$ cat src/rtl/ifetch_pkg.sv
`default_nettype none
// ============================================================================
// Module      : ifetch_pkg
// Description : Shared types and constants for the instruction-fetch sequencer.
// Revision    : 1.0 - initial release
// ============================================================================
package ifetch_pkg;

  typedef enum logic [1:0] {
    LOAD  = 2'd0,
    FETCH = 2'd1,
    HALT  = 2'd2
  } state_t;

  localparam int PC_STEP      = 4;
  localparam int ERR_MISALIGN = 0;
  localparam int ERR_OVERFLOW = 1;

endpackage : ifetch_pkg
`default_nettype wire

$ cat src/rtl/ifetch_loader.sv
`default_nettype none
// ============================================================================
// Module      : ifetch_loader
// Description : Boot-time program loader: accepts words, writes imem, flags
//               completion and capacity overflow.
// Revision    : 1.0 - initial release
// ============================================================================
module ifetch_loader #(
  parameter int ADDR_W     = 8,
  parameter int IMEM_WORDS = 64
) (
  input  logic              clk,
  input  logic              reset,
  input  logic              in_load,
  input  logic              load_valid,
  input  logic [31:0]       load_data,
  input  logic              load_last,
  output logic              load_ready,
  output logic              imem_we,
  output logic [ADDR_W-1:0] imem_waddr,
  output logic [31:0]       imem_wdata,
  output logic              load_done,
  output logic              overflow
);
  import ifetch_pkg::*;

  localparam int CNT_W = $clog2(IMEM_WORDS) + 1;

  logic [CNT_W-1:0] r_count;
  logic             r_armed;
  logic             w_accept;
  logic             w_at_end;

  // r_armed keeps load_ready low until the first edge after reset release
  assign load_ready = r_armed & in_load;
  assign w_accept   = load_valid & load_ready;
  assign w_at_end   = (r_count == CNT_W'(IMEM_WORDS - 1));

  assign load_done  = w_accept & load_last;
  assign overflow   = w_accept & ~load_last & w_at_end;

  assign imem_we    = w_accept;
  assign imem_waddr = ADDR_W'({r_count, 2'b00});
  assign imem_wdata = w_accept ? load_data : 32'h0;

  always_ff @(posedge clk or negedge reset) begin
    if (!reset) begin
      r_count <= '0;
      r_armed <= 1'b0;
    end else begin
      r_armed <= 1'b1;
      if (w_accept) begin
        r_count <= r_count + CNT_W'(1);
      end
    end
  end

endmodule : ifetch_loader
`default_nettype wire

$ cat src/rtl/ifetch_sequencer.sv
`default_nettype none
// ============================================================================
// Module      : ifetch_sequencer
// Description : PC and imem sequencing: boot load, then fetch with stall,
//               redirect and halt. Optional macro IFETCH_REDIRECT_CNT_EN
//               enables the saturating redirect counter.
// Revision    : 1.0 - initial release
// ============================================================================
module ifetch_sequencer #(
  parameter int                ADDR_W     = 8,
  parameter logic [ADDR_W-1:0] RESET_PC   = 'h00,
  parameter int                IMEM_WORDS = 64
) (
  input  logic              clk,
  input  logic              reset,
  input  logic              load_valid,
  output logic              load_ready,
  input  logic [31:0]       load_data,
  input  logic              load_last,
  output logic              imem_we,
  output logic [ADDR_W-1:0] imem_waddr,
  output logic [31:0]       imem_wdata,
  input  logic              stall,
  input  logic              redirect_valid,
  input  logic [ADDR_W-1:0] redirect_target,
  input  logic              halt_req,
  output logic [ADDR_W-1:0] pc,
  output logic              fetch_valid,
  output logic [1:0]        state,
  output logic [1:0]        err,
  output logic [15:0]       redirect_count
);
  import ifetch_pkg::*;

  state_t            r_state;
  state_t            w_state_next;
  logic [ADDR_W-1:0] r_pc;
  logic [ADDR_W-1:0] w_pc_next;
  logic [1:0]        r_err;
  logic              w_load_done;
  logic              w_overflow;
  logic              w_redirect_take;
  logic              w_misaligned;

  ifetch_loader #(
    .ADDR_W     (ADDR_W),
    .IMEM_WORDS (IMEM_WORDS)
  ) u_loader (
    .clk        (clk),
    .reset      (reset),
    .in_load    (r_state == LOAD),
    .load_valid (load_valid),
    .load_data  (load_data),
    .load_last  (load_last),
    .load_ready (load_ready),
    .imem_we    (imem_we),
    .imem_waddr (imem_waddr),
    .imem_wdata (imem_wdata),
    .load_done  (w_load_done),
    .overflow   (w_overflow)
  );

  assign w_redirect_take = (r_state == FETCH) & ~halt_req & redirect_valid;
  assign w_misaligned    = |redirect_target[1:0];

  // Next-PC priority in FETCH: halt > redirect > stall > sequential step
  always_comb begin
    w_state_next = r_state;
    w_pc_next    = r_pc;
    case (r_state)
      LOAD: begin
        w_pc_next = RESET_PC;
        if (w_load_done || w_overflow) begin
          w_state_next = FETCH;
        end
      end
      FETCH: begin
        if (halt_req) begin
          w_state_next = HALT;
        end else if (redirect_valid) begin
          w_pc_next = {redirect_target[ADDR_W-1:2], 2'b00};
        end else if (!stall) begin
          w_pc_next = r_pc + ADDR_W'(PC_STEP);
        end
      end
      HALT: begin
        w_state_next = HALT;
      end
      default: begin
        w_state_next = LOAD;
        w_pc_next    = RESET_PC;
      end
    endcase
  end

  always_ff @(posedge clk or negedge reset) begin
    if (!reset) begin
      r_state <= LOAD;
      r_pc    <= RESET_PC;
      r_err   <= 2'b00;
    end else begin
      r_state <= w_state_next;
      r_pc    <= w_pc_next;
      if (w_redirect_take && w_misaligned) begin
        r_err[ERR_MISALIGN] <= 1'b1;
      end
      if (w_overflow) begin
        r_err[ERR_OVERFLOW] <= 1'b1;
      end
    end
  end

`ifdef IFETCH_REDIRECT_CNT_EN
  logic [15:0] r_redirect_count;

  always_ff @(posedge clk or negedge reset) begin
    if (!reset) begin
      r_redirect_count <= 16'h0;
    end else if (w_redirect_take && (r_redirect_count != 16'hFFFF)) begin
      r_redirect_count <= r_redirect_count + 16'h1;
    end
  end

  assign redirect_count = r_redirect_count;
`else
  assign redirect_count = 16'h0;
`endif

  assign pc          = r_pc;
  assign fetch_valid = (r_state == FETCH);
  assign state       = r_state;
  assign err         = r_err;

endmodule : ifetch_sequencer
`default_nettype wire

$ cat config.mk
export PLATFORM = sky130hd
export DESIGN_NAME = ifetch_sequencer
export DESIGN_NICKNAME = d
export VERILOG_FILES = /design/src/rtl/ifetch_pkg.sv /design/src/rtl/ifetch_loader.sv /design/src/rtl/ifetch_sequencer.sv
export SDC_FILE = /design/constraint.sdc
export NUM_CORES = 1
export LEC_CHECK = 0
export ABC_AREA = 1
export CORE_ASPECT_RATIO = 0.75
export CORE_MARGIN = 1.5
export CORE_UTILIZATION = 36
export CTS_CLUSTER_DIAMETER = 200
export DETAILED_ROUTE_END_ITERATION = 8
export GPL_TIMING_DRIVEN = 0
export PLACE_DENSITY_LB_ADDON = 0.12
export SETUP_SLACK_MARGIN = 0.05
export SLEW_MARGIN = 10
export SYNTH_ARGS = -nofsm -noshare
export SYNTH_HDL_FRONTEND = slang
export SYNTH_SLANG_ARGS = --single-unit
$ cat constraint.sdc
create_clock -name clk -period 3.8 [get_ports clk]
set_input_delay 0.57 -clock clk [delete_from_list [all_inputs] [get_ports clk]]
set_output_delay 0.57 -clock clk [all_outputs]
set_load 0.1 [all_outputs]
==> summary.md <==
| Metric | Value |
|---|---|
| Total power | approximately 1.6 mW |
| Power Internal | 0.619 mW |
| Average size of a mapped cell | just over 7 µm² |
| Final setup viols | 0 |
| Post-CTS resize count | 0 |
| Largest cells by area after synthesis | dfrtp_1, buf_4, inv_1 |
| Largest net degree at the start of global routing | 19 |
| Die area | ~4500 µm² |
| F_max | 300 MHz |
| Maximum vdd drop | around 520 µV |
| Area Growth Syn to Fin | 79.3% |
| Final Skew | 2.29 ps |
| Synth Instances | between 200 and 250 |
| Root buffer cell | clkbuf_8 |
| Die H | 58.3 µm |
| Post-synth top area cell | dfrtp_1 |
| #FFs+latches synth | 18 |
| Cell depth of the worst flop-to-flop path | 7 |
| Clk slew on worst S/H paths | 70 ps |
| Initial Utilization | between 30% and 40% |
| DR vias/cell | roughly 3.9 |
| Worst min path class | flop to flop |
| Comb pwr share | 73.0% |
| Synthesized cell area | approximately 1500 µm² |
| Via count | ~1500 |
| Number of global-route vias before repair | around 1400 |
| Reg-to-Reg Start | state[1]$_DFFE_PN0P_ |
| Final TNS setup | 0 ps |
| Worst endpoint data arrival time | around 2800 ps |
| Crit Path Class | input pin to primary output |
| Period utilization | slightly below 90% |
| Max Slew Vio Count | 0 |
| ANT cells | 0 |
| DRT antenna net count | 0 |
| Relative slew slack | about a third |
| Met1 usage | between 15 and 20% |
| GR peak layer | met2 |
| Synth warn | 0 |
| Sequential fraction of design power | between 10% and 20% |
| Fin nets | 381 |
| Max cap viols | 0 |
| Worst hold path startpoint | err[1]$_DFFE_PN0P_ |
| Post-CTS Setup Bufs | 0 |
| NetSw | around 1 mW |
| Core Footprint | approximately 3800 µm² |
| Clock Tree Buf Depth | 2 |
| Remaining Overflow, GRT | 0 |
| RSZ-0062 raised after global routing | false |
| Initial antenna violation count | 0 |
| I/O Buffers | 97 |
| Worst Hold Depth | 2 |
| Number of fill cells | 323 |
| CTS sink count | 18 |
| Status | completed |
| Clock Latency Late Sink | 250 ps |
| # rows | 19 |
| Tot GR Track Use | approximately 16% |
| Die X | around 77 µm |
| CTS tree | built |
| Final wirelength | 3670 µm |
| Share of cells above drive strength 1 | 13.1% |
| Synth top area share | between 30% and 40% |
| Netlist cell types | 23 |
| R2r endpoint | u_loader.r_count[6]$_DFFE_PN0N_ |
| Internal reg-to-reg setup slack | about 2400 ps |
| Startpoint Class | input pin |
| Drt wl/cell | 9.67 µm |
| Slew @ Worst Pin | roughly 990 ps |
| Number of top-level pins | about 120 |
| Sw Share | a little over 60% |
| GP Congestion | around 0.7 |
| Drt pass-1 iters | 4 |
| Seq/Total Area, Yosys | 30.7% |
| Hold Path Sink | err[1]$_DFFE_PN0P_ |
| Met2 GRT Util | 30.2% |
| Lkg Pwr | about 1.4 nW |
| First-pass GRT wire length | a little under 6000 µm |
| CP Data Required Time | ~3200 ps |
| Clock power share | 9.6% |
| DR iter-0 viols | 41 |
| # DRC | 0 |
| H-Tree Level Count | 1 |
| Final Hold Fails | 0 |
| Minimum clock period | about 3300 ps |
| Pwr Density | slightly above 600 nW/µm² |
| CTS Hold Bufs | 0 |
| Dpl hpwl | approximately 3200 µm |
| Worst Path Max Fanout | 10 |
| Crit path capture type | primary output |
| CTS Buf Count | 3 |
| Global routing usage on met3 | 4.25% |
cells in the mapped netlist:
| cell | count |
|---|---|
| nor2_1 | 42 |
| o31ai_1 | 1 |
| o21ai_0 | 4 |
| nand2_4 | 1 |
| inv_1 | 43 |
| xnor2_1 | 5 |
| a31oi_1 | 1 |
| nand4_4 | 1 |
| conb_1 | 2 |
| o21ai_1 | 3 |
| dfrtp_1 | 18 |
| inv_2 | 1 |
| xor2_1 | 4 |
| nand3_1 | 8 |
| nand2_1 | 29 |
| buf_6 | 1 |
| nand2_2 | 1 |
| ha_1 | 6 |
| mux2i_1 | 2 |
| buf_2 | 3 |
| nand3_2 | 3 |
| buf_4 | 26 |
| nor2_4 | 2 |
worst max path at each step:
stage	start	end	slack [ps]
2_1_floorplan	state[0]$_DFFE_PN0P_	imem_wdata[0]	390
3_3_place_gp	load_valid	imem_wdata[31]	470
3_5_place_dp	load_valid	imem_wdata[22]	440
4_1_cts	load_valid	imem_wdata[22]	440
5_1_grt	load_valid	imem_wdata[3]	370
6_report	load_valid	imem_wdata[22]	460
layer usage:
layer,up-vias,wire (µm)
met1,621,1510
met3,5,256
met5,-,0
met4,0,17
li1,795,-
met2,53,1880
cells in the final DEF (no fill, tap or decap), drive strengths merged, types with 5 or more instances in the layout:
cell type      netlist  routed
dfrtp               18      18
conb                 2      21
o21ai                7       7
buf                 30      30
nand2               31      31
clkdlybuf4s50        0      97
nand3               11      11
inv                 44      44
xnor2                5       5
ha                   6       6
nor2                44      44
cells by family (layout without fill, tap and decap cells):
kind of cell / after synthesis / in the layout / share of synthesized area, %
AO/OA/AOI/OAI: 9 / 9 / 3.33
XOR/XNOR: 9 / 9 / 5.38
adder cells (fa/ha/maj): 6 / 6 / 5.12
buffers and inverters: 74 / 175 / 26.4
flip-flops: 18 / 18 / 30.7
multiplexers: 2 / 2 / 1.37
other: 2 / 21 / 0.513
AND/OR/NAND/NOR: 87 / 87 / 27.2
critical path, stage by stage:
cell and delay, ps:
clkdlybuf4s50_1 510, nand3_2 100, buf_6 150, buf_2 170, nor2_1 100, clkdlybuf4s50_1 1150
cell type report:
type / instances / area [µm²] / share of cell area, %
timing repair buffer: 97 / 971 / 37.0
multi-input combinational: 134 / 699 / 26.6
sequential: 18 / 450 / 17.1
buffer: 30 / 221 / 8.43
inverter: 44 / 165 / 6.29
tap: 52 / 65.1 / 2.48
clock buffer: 4 / 55.1 / 2.10
flip-flops by register name, indices dropped and copies added, names as in the netlist:
signal / flops
u_loader.r_count: 7
pc: 6
u_loader.r_armed: 1
err: 2
state: 2
through the flow:
stage / setup slack (ps) / utilization (%) / instance area [µm²] / hold WS [ps] / instances
2_1_floorplan: 393 / - / 1540 / 274 / 226
3_3_place_gp: 472 / 68.1 / 2570 / 445 / 375
3_5_place_dp: 436 / 68.1 / 2570 / 462 / 375
4_1_cts: 436 / 69.5 / 2630 / 480 / 379
5_1_grt: 372 / 69.5 / 2630 / 504 / 379
6_report: 463 / 69.5 / 2630 / 477 / 379
power groups by stage:
stage                     clock, mW  sequential (mW)  combinational, mW
final                         0.155            0.282               1.18
after global routing          0.165            0.289               1.23
after CTS                     0.158            0.283               1.19
after detailed placement          0            0.286               1.18
after global placement            0            0.285               1.18
after floorplan                   0            0.426              0.782
No activity file was read; power rests on OpenSTA's default activity.
